$ cat config.mk
export PLATFORM = sky130hd
export DESIGN_NAME = text_console_writer
export DESIGN_NICKNAME = d
export VERILOG_FILES = /design/src/rtl/text_console_writer.sv
export SDC_FILE = /design/constraint.sdc
export NUM_CORES = 1
export LEC_CHECK = 0
export BUFFER_PORTS_ARGS = -buffer_cell sky130_fd_sc_hd__buf_2
export CORE_UTILIZATION = 40
export CTS_BUF_LIST = sky130_fd_sc_hd__clkbuf_2
export CTS_CLUSTER_DIAMETER = 40
export DETAILED_ROUTE_END_ITERATION = 7
export SLEW_MARGIN = 0
export SYNTH_ARGS = -nofsm -noshare
export SYNTH_HDL_FRONTEND = slang
export SYNTH_SLANG_ARGS = --single-unit
$ cat constraint.sdc
create_clock -name clk -period 2.4 [get_ports clk]
set_input_delay 0.12 -clock clk [delete_from_list [all_inputs] [get_ports clk]]
set_output_delay 0.12 -clock clk [all_outputs]
set_load 0.02 [all_outputs]
$ cat src/rtl/text_console_writer.sv
// Character-stream front end for the VGA text buffer.
// Takes one byte per handshake, turns printable bytes into glyph writes at the
// cursor, interprets backspace/CR/LF/FF, and scrolls or wraps at end of screen.
// Every RAM-facing output is registered, so a write is presented on the cycle
// after the byte (or scroll step) that caused it.
module text_console_writer #(
    parameter int          COLS         = 40,
    parameter int          ROWS         = 16,
    parameter int          COL_BITS     = 6,
    parameter int          ROW_BITS     = 4,
    parameter logic [7:0]  GLYPH_OFFSET = 8'h20,
    parameter logic [7:0]  BS_CODE      = 8'h60,
    parameter int          SCROLL_EN    = 1,
    localparam int         ADDR_W       = ROW_BITS + COL_BITS
) (
    input  logic                clk,
    input  logic                reset,
    input  logic                char_valid,
    input  logic [7:0]          char_data,
    output logic                char_ready,
    output logic                wr_en,
    output logic [ADDR_W-1:0]   wr_addr,
    output logic [7:0]          wr_data,
    output logic [ADDR_W-1:0]   rd_addr,
    input  logic [7:0]          rd_data,
    output logic [ROW_BITS-1:0] cur_row,
    output logic [COL_BITS-1:0] cur_col,
    output logic                busy
);

    localparam logic [COL_BITS-1:0] LAST_COL = COL_BITS'(COLS - 1);
    localparam logic [ROW_BITS-1:0] LAST_ROW = ROW_BITS'(ROWS - 1);
    // Last source row of the scroll copy is ROWS-1; the last destination is ROWS-2.
    localparam logic [ROW_BITS-1:0] PEN_ROW  = ROW_BITS'((ROWS > 1) ? ROWS - 2 : 0);

    typedef enum logic [2:0] {IDLE, SCR_RD, SCR_WR, SCR_CLR, CLEAR} state_t;

    state_t                state, state_n;
    logic [ROW_BITS-1:0]   row_q, row_n;
    logic [COL_BITS-1:0]   col_q, col_n;
    logic [ROW_BITS-1:0]   scr_row_q, scr_row_n;
    logic [COL_BITS-1:0]   scr_col_q, scr_col_n;
    logic                  wr_en_q, wr_en_n;
    logic [ADDR_W-1:0]     wr_addr_q, wr_addr_n;
    logic [7:0]            wr_data_q, wr_data_n;
    logic [ADDR_W-1:0]     rd_addr_q, rd_addr_n;
    logic                  newline;
    logic                  is_bs;

    // Glyph index is the byte offset into the font, modulo 256.
    function automatic logic [7:0] glyph_of(input logic [7:0] b);
        return b - GLYPH_OFFSET;
    endfunction

    function automatic logic is_printable(input logic [7:0] b);
        return (b >= 8'h20) && (b <= 8'h7E) && (b != BS_CODE);
    endfunction

    // State, cursor, sweep counters and registered RAM-port outputs.
    always_ff @(posedge clk or posedge reset) begin
        if (reset) begin
            state     <= IDLE;
            row_q     <= '0;
            col_q     <= '0;
            scr_row_q <= '0;
            scr_col_q <= '0;
            wr_en_q   <= 1'b0;
            wr_addr_q <= '0;
            wr_data_q <= '0;
            rd_addr_q <= '0;
        end else begin
            state     <= state_n;
            row_q     <= row_n;
            col_q     <= col_n;
            scr_row_q <= scr_row_n;
            scr_col_q <= scr_col_n;
            wr_en_q   <= wr_en_n;
            wr_addr_q <= wr_addr_n;
            wr_data_q <= wr_data_n;
            rd_addr_q <= rd_addr_n;
        end
    end

    // Next-state, cursor movement and the next RAM access.
    always_comb begin
        state_n   = state;
        row_n     = row_q;
        col_n     = col_q;
        scr_row_n = scr_row_q;
        scr_col_n = scr_col_q;
        wr_en_n   = 1'b0;
        wr_addr_n = wr_addr_q;
        wr_data_n = wr_data_q;
        rd_addr_n = rd_addr_q;
        newline   = 1'b0;
        is_bs     = (char_data == BS_CODE) || (char_data == 8'h08);

        case (state)
            IDLE: begin
                if (char_valid) begin
                    if (is_bs) begin
                        if (col_q != '0) begin
                            col_n     = col_q - 1'b1;
                            wr_en_n   = 1'b1;
                            wr_addr_n = {row_q, col_q - 1'b1};
                            wr_data_n = 8'h00;
                        end else if (row_q != '0) begin
                            row_n     = row_q - 1'b1;
                            col_n     = LAST_COL;
                            wr_en_n   = 1'b1;
                            wr_addr_n = {row_q - 1'b1, LAST_COL};
                            wr_data_n = 8'h00;
                        end
                    end else if (is_printable(char_data)) begin
                        wr_en_n   = 1'b1;
                        wr_addr_n = {row_q, col_q};
                        wr_data_n = glyph_of(char_data);
                        if (col_q != LAST_COL) col_n = col_q + 1'b1;
                        else                   newline = 1'b1;
                    end else if (char_data == 8'h0D) begin
                        col_n = '0;
                    end else if (char_data == 8'h0A) begin
                        newline = 1'b1;
                    end else if (char_data == 8'h0C) begin
                        state_n   = CLEAR;
                        scr_row_n = '0;
                        scr_col_n = '0;
                    end

                    if (newline) begin
                        col_n = '0;
                        if (row_q != LAST_ROW) begin
                            row_n = row_q + 1'b1;
                        end else if (SCROLL_EN != 0) begin
                            // Cursor parks on the bottom row; the copy starts at row 0.
                            row_n     = LAST_ROW;
                            state_n   = (ROWS > 1) ? SCR_RD : SCR_CLR;
                            scr_row_n = '0;
                            scr_col_n = '0;
                            rd_addr_n = {ROW_BITS'(1), COL_BITS'(0)};
                        end else begin
                            row_n = '0;
                        end
                    end
                end
            end

            // rd_addr is already on the bus; the RAM answers next cycle.
            SCR_RD: state_n = SCR_WR;

            SCR_WR: begin
                wr_en_n   = 1'b1;
                wr_addr_n = {scr_row_q, scr_col_q};
                wr_data_n = rd_data;
                if (scr_col_q != LAST_COL) begin
                    scr_col_n = scr_col_q + 1'b1;
                    rd_addr_n = {scr_row_q + 1'b1, scr_col_q + 1'b1};
                    state_n   = SCR_RD;
                end else if (scr_row_q != PEN_ROW) begin
                    scr_col_n = '0;
                    scr_row_n = scr_row_q + 1'b1;
                    rd_addr_n = {scr_row_q + 2'd2, COL_BITS'(0)};
                    state_n   = SCR_RD;
                end else begin
                    scr_col_n = '0;
                    state_n   = SCR_CLR;
                end
            end

            SCR_CLR: begin
                wr_en_n   = 1'b1;
                wr_addr_n = {LAST_ROW, scr_col_q};
                wr_data_n = 8'h00;
                if (scr_col_q != LAST_COL) begin
                    scr_col_n = scr_col_q + 1'b1;
                end else begin
                    scr_col_n = '0;
                    state_n   = IDLE;
                end
            end

            CLEAR: begin
                wr_en_n   = 1'b1;
                wr_addr_n = {scr_row_q, scr_col_q};
                wr_data_n = 8'h00;
                if (scr_col_q != LAST_COL) begin
                    scr_col_n = scr_col_q + 1'b1;
                end else begin
                    scr_col_n = '0;
                    if (scr_row_q != LAST_ROW) begin
                        scr_row_n = scr_row_q + 1'b1;
                    end else begin
                        scr_row_n = '0;
                        row_n     = '0;
                        col_n     = '0;
                        state_n   = IDLE;
                    end
                end
            end

            default: state_n = IDLE;
        endcase
    end

    assign char_ready = (state == IDLE);
    assign busy       = (state != IDLE);
    assign wr_en      = wr_en_q;
    assign wr_addr    = wr_addr_q;
    assign wr_data    = wr_data_q;
    assign rd_addr    = rd_addr_q;
    assign cur_row    = row_q;
    assign cur_col    = col_q;

endmodule

== Word-level counts from Yosys, hierarchy flattened ==
Cells that the tools add are included.

* Eq/ne operators: 32
* Muxes and demuxes: 88
* $lt $le $gt $ge: 2
* Reduce and logical (&&, ||, !) cells: 24
* Add/subtract/negate cells: 8

{| class="wikitable"
|+ Operators by type and width
! cell !! count
|-
| $mux 6 || 19
|-
| $mux 10 || 10
|-
| $mux 4 || 20
|-
| $mux 8 || 5
|-
| $mux 3 || 11
|-
| $eq 8x4->1 const B || 4
|-
| $pmux 10 s3 || 1
|-
| $pmux 6 s2 || 2
|-
| $pmux 8 s3 || 1
|-
| $pmux 10 s2 || 1
|-
| $pmux 3 s5 || 1
|-
| $ne 2x2->1 const B || 7
|-
| $reduce_and 7->1 || 2
|-
| $add 6x1->6 const B || 2
|-
| $mux 1 || 12
|-
| $ne 4x4->1 const B || 3
|-
| $ne 6x6->1 const B || 2
|-
| $pmux 4 s3 || 1
|-
| $reduce_and 4->1 || 3
|-
| $reduce_bool 3->1 || 4
|-
| $reduce_and 5->1 || 2
|-
| $ne 3x1->1 const B || 3
|-
| $add 4x1->4 const B || 2
|-
| $eq 8x7->1 const B || 1
|-
| other kinds (29) || 35
|}

* Input port bits: 19
* Register bits: 52
* Word-level logic and storage cells: 163

== Depth between registers and ports, before layout ==
* Word-level depth: 10
* Mapped depth: 9
* Gate-level depth less buffers: 8

== Worst setup path after synthesis ==
Ideal clock, no wire load.

* Kind: flip-flop to flip-flop
* Start: register col_q[0], in the netlist cur_col[0]
* End: register row_q[2], in the netlist cur_row[2]
* Data required time: 2.274 ns
* Data arrival time: 2.352 ns
* Library setup time: 0.126 ns
* Period minus slack after synthesis: 2.478 ns
* Cell stages (with the launch flop): 9
* Slack: -0.078 ns
* Cells stage by stage: dfrtp_1 inv_1 ha_1 or3b_4 or3_1 o31ai_1 o21ai_0 and2_0 o32a_1

* Word-level cells in the longest chain between the ends: 9
* Elaborated cells between the ends (all ways): 14
* Classes of those cells: eq/ne: 4; mux: 8; reduce/logical: 2

{| class="wikitable"
|+ Ends and longest elaborated chain
! what !! line !! text
|-
| from (decl) || 40 || <nowiki>logic [COL_BITS-1:0] col_q, col_n;</nowiki>
|-
| from (signal assigned) || 74 || <nowiki>col_q <= col_n;</nowiki>
|-
| $ne 6x6->1 || 118 || <nowiki>if (col_q != LAST_COL) col_n = col_q + 1'b1;</nowiki>
|-
| $mux 1 || 118 ||
|-
| $mux 1 || 114 || <nowiki>end else if (is_printable(char_data)) begin</nowiki>
|-
| $mux 1 || 101 || <nowiki>if (is_bs) begin</nowiki>
|-
| $mux 1 || 100 || <nowiki>if (char_valid) begin</nowiki>
|-
| $mux 1 || 98 || <nowiki>case (state)</nowiki>
|-
| $mux 4 || 130 || <nowiki>if (newline) begin</nowiki>
|-
| $mux 4 || 100 ||
|-
| $pmux 4 s2 || 98 ||
|-
| to (signal assigned) || 73 || <nowiki>row_q <= row_n;</nowiki>
|-
| to (decl) || 39 || <nowiki>logic [ROW_BITS-1:0] row_q, row_n;</nowiki>
|}

Several ways; a longest one is shown, not always the timed one. The select of a mux whose other input is x is not followed.
A chain may end at the register's enable or synchronous reset.

== Worst setup path in the final report ==
* Start: register col_q[1], in the netlist cur_col[1]
* End: register row_q[2], in the netlist cur_row[2]

The elaborated chain is that of the path after synthesis.

==> flow_summary.toml <==
[job]
maximum_capacitance_violations = 0

[sta]
report.final.hold_viol_count = 0
post-route-period-util_pct = 96.9
max_slew_margin_pct = 55.3
timing_max_transition_violations_final = 0
setup_viol = 0
postLayoutSetupSlackWorst_ps = 75.3
max_clock_freq_mhz = 430
slew_at_the_pin_with_the_worst_max_slew_slack_ps = 669
fin_crit_ps = 2320
whs_ps = 47.6
clock-skew-final_ps = 14.4

[power_and_ir_drop]
post-layout-total-power_uw = 5350
p_per_area_nw_per_um2 = 1190
ir_worst_vdd_mv = 0.582
static-leakage-power_uw = 0.00201

[synth]
synthesis.instances = 423
ys.flop_type = "sky130_fd_sc_hd__dfrtp_1"
post_synth_mux_area_share_pct = 0.898
synthAdderAreaFrac_pct = 3.95
syn_area_sq_um = 3480
netlist.top_cell.by_area = "sky130_fd_sc_hd__dfrtp_1"
count_of_flip_flops_with_a_built_in_enable_after_synthesis = 0
yosysTopAreaCellShare_pct = 37.3
synth-simple-area-share_pct = 22.4
syn_area_per_cell_sq_um = 8.24
yosys_warn_count = 0
synth_top_family_by_area = "compound AO/OA/AOI/OAI gates"
ys_seq_elements = 52
sequential_share_of_the_synthesized_area_pct = 37.3
mappedNetlistNets = 453
synth-xor-area-share_pct = 3.52
netlist-cell-type-count = 61
ys_async_sr_fraction_pct = 100
complex_gate_fraction_of_the_synthesized_area_pct = 26.5
synthTopCellsByArea = "sky130_fd_sc_hd__dfrtp_1, sky130_fd_sc_hd__nand2_1, sky130_fd_sc_hd__o21ai_0, sky130_fd_sc_hd__nor2_1, sky130_fd_sc_hd__ha_1"

[global_route]
grt_use_total_pct = 23.0
grt_max_degree = 38
global_route_wire_length_before_repair_um = 16200
number_of_antenna_violations_at_the_first_check_in_global_routing = 0
grt_pass1_vias = 3251
gr-total-overflow = 0

[layout]
drive_gt1_share_pct = 25.8
mostFrequentLayoutCells = "sky130_fd_sc_hd__buf_2, sky130_fd_sc_hd__nand2_1, sky130_fd_sc_hd__dfrtp_1, sky130_fd_sc_hd__nor2_1, sky130_fd_sc_hd__buf_4"
finalCoreUtilization_pct = 54.1
final_cell_area_sq_um = 4510
most_common_cell_after_layout_fill_and_taps_aside = "sky130_fd_sc_hd__buf_2"
final_net_count = 556
area.growth.synth_to_final_pct = 29.5
antenna_cells = 0
fill_cells = 789

[floorplanning]
design.core.area_sq_um = 8340
die_area_sq_um = 9090
die_h_um = 95.3
initial_core_utilization_pct = 41.8
number_of_core_rows = 33
die_w_um = 95.3
io_pins = 60

[cts]
clkSlewWorstSetupHoldPaths_ps = 280
tritoncts_num_sinks = 52
cts_tree = "done"
cts.path.max_buffers = 2
clock_insertion_delay_worst_skew_ps = 450
ctsRootBufferMaster = "sky130_fd_sc_hd__clkbuf_2"
htree_levels = 2
tritoncts.num_buffers = 5

[place]
post-dp-hpwl_um = 7400
detailedPlace.worstSlack_ps = 113
gp_congestion = 0.895
detailed_place.area_sq_um = 4160
place.port_buffers = 59

[critical_path]
reg2reg_setup_slack_ps = 80
timing.critical_path.from_type = "flip-flop"
worstPathMaxFanout = 3
cp_data_required_time_ps = 2780
endpoint_kind = "flip-flop"
arrival_ps = 2710
critical_path_class = "reg2reg"

[routing]
drt_iter0_markers = 204
detail_route.first_pass.iterations = 4
post_dr_wirelength_cell_um = 16.1
drtAntennaViolNets = 0
via_count_normalized_by_instance_count = 5.61
num_vias = 3546
drcViolationCount = 0
drt_wl_total_um = 10200

[hold_path]
hold_path_class = "in2reg"

[status]
status = "finished clean"
kinds of logic after synthesis:
group | Yosys count
xor gates and xnor gates | 14
AOI/OAI and AO/OA | 142
DFF | 52
muxes | 3
and+or+nand+nor | 154
adders and majority gates | 11
buffers and inverters | 47
Yosys cell counts, types with 5 or more instances:
master	n
sky130_fd_sc_hd__o21ai_0	29
sky130_fd_sc_hd__a32oi_1	5
sky130_fd_sc_hd__nand2_1	50
sky130_fd_sc_hd__buf_2	7
sky130_fd_sc_hd__o21ai_1	21
sky130_fd_sc_hd__and3_1	8
sky130_fd_sc_hd__clkbuf_1	16
sky130_fd_sc_hd__a22oi_1	11
sky130_fd_sc_hd__xnor2_1	11
sky130_fd_sc_hd__inv_1	24
sky130_fd_sc_hd__o31ai_1	6
sky130_fd_sc_hd__dfrtp_1	52
sky130_fd_sc_hd__ha_1	11
sky130_fd_sc_hd__or3_1	5
sky130_fd_sc_hd__a21oi_1	27
sky130_fd_sc_hd__nor3_1	12
sky130_fd_sc_hd__nor2_1	38
sky130_fd_sc_hd__nand3_1	11
report_power, final:
group	internal [uW]	switching (uW)	total, uW
Combinational	1470	1900	3370
Clock	173	300	473
Sequential	1230	278	1510
Total	2870	2480	5350
path summary, 6_finish.rpt:
kind	cells past startpoint	endpoint	from
setup / recovery	8	cur_row[2]	cur_col[1]
hold / removal	3	wr_data[2]	char_data[2]
setup reg to reg	8	cur_row[2]	cur_col[1]
hold reg to reg	2	wr_addr[8]	wr_addr[8]
max in group asynchronous	4	scr_row_q[0]	reset
min in group asynchronous	3	scr_col_q[0]	reset
area by class of cell:
| class | count | area (sq um) | share of cell area [%] |
|---|---|---|---|
| Clock buffer | 5 | 25.0 | 0.554 |
| Clock inverter | 3 | 42.5 | 0.943 |
| Inverter | 24 | 90.1 | 2.00 |
| Multi-Input combinational cell | 324 | 2030 | 45.1 |
| Sequential cell | 52 | 1310 | 28.9 |
| Tap cell | 105 | 131 | 2.91 |
| Timing Repair Buffer | 119 | 885 | 19.6 |
flip-flops by register name, indices dropped and copies added (netlist names):
register and cells:
state 3, wr_addr 10, cur_col 6, wr_data 8, cur_row 4, rd_addr 10, wr_en 1, scr_col_q 6
scr_row_q 4
critical path, stage by stage (launching register included):
cell and delay [ps]:
sky130_fd_sc_hd__dfrtp_2 480, sky130_fd_sc_hd__inv_2 60, sky130_fd_sc_hd__ha_2 160, sky130_fd_sc_hd__or3b_4 380, sky130_fd_sc_hd__or3_1 370, sky130_fd_sc_hd__o31ai_4 270
sky130_fd_sc_hd__o21ai_1 100, sky130_fd_sc_hd__and2_0 160, sky130_fd_sc_hd__o32a_1 280
routing by layer:
metal / GRT usage [%] / share of wire (%) / up-vias
met5: 0 / 0 / -
met4: 6.94 / 1.6 / 0
met3: 3.03 / 4.4 / 13
met2: 36.0 / 46 / 100
met1: 32.9 / 48 / 1693
li1: - / - / 1740
repair_timing:
item,in CTS,in global routing
setup endpoints to repair,0,25
resized for setup,0,11
endpoints found under the hold margin,34,0
hold buffers,12,0
buffers inserted,0,6
stage by stage:
step,TNS [ps],cells
CTS,0,622
global placement,0,602
finish,0,632
global route,-50.4,632
floorplan,0,423
detailed placement,0,602
Power figures use the tool's default switching activity.
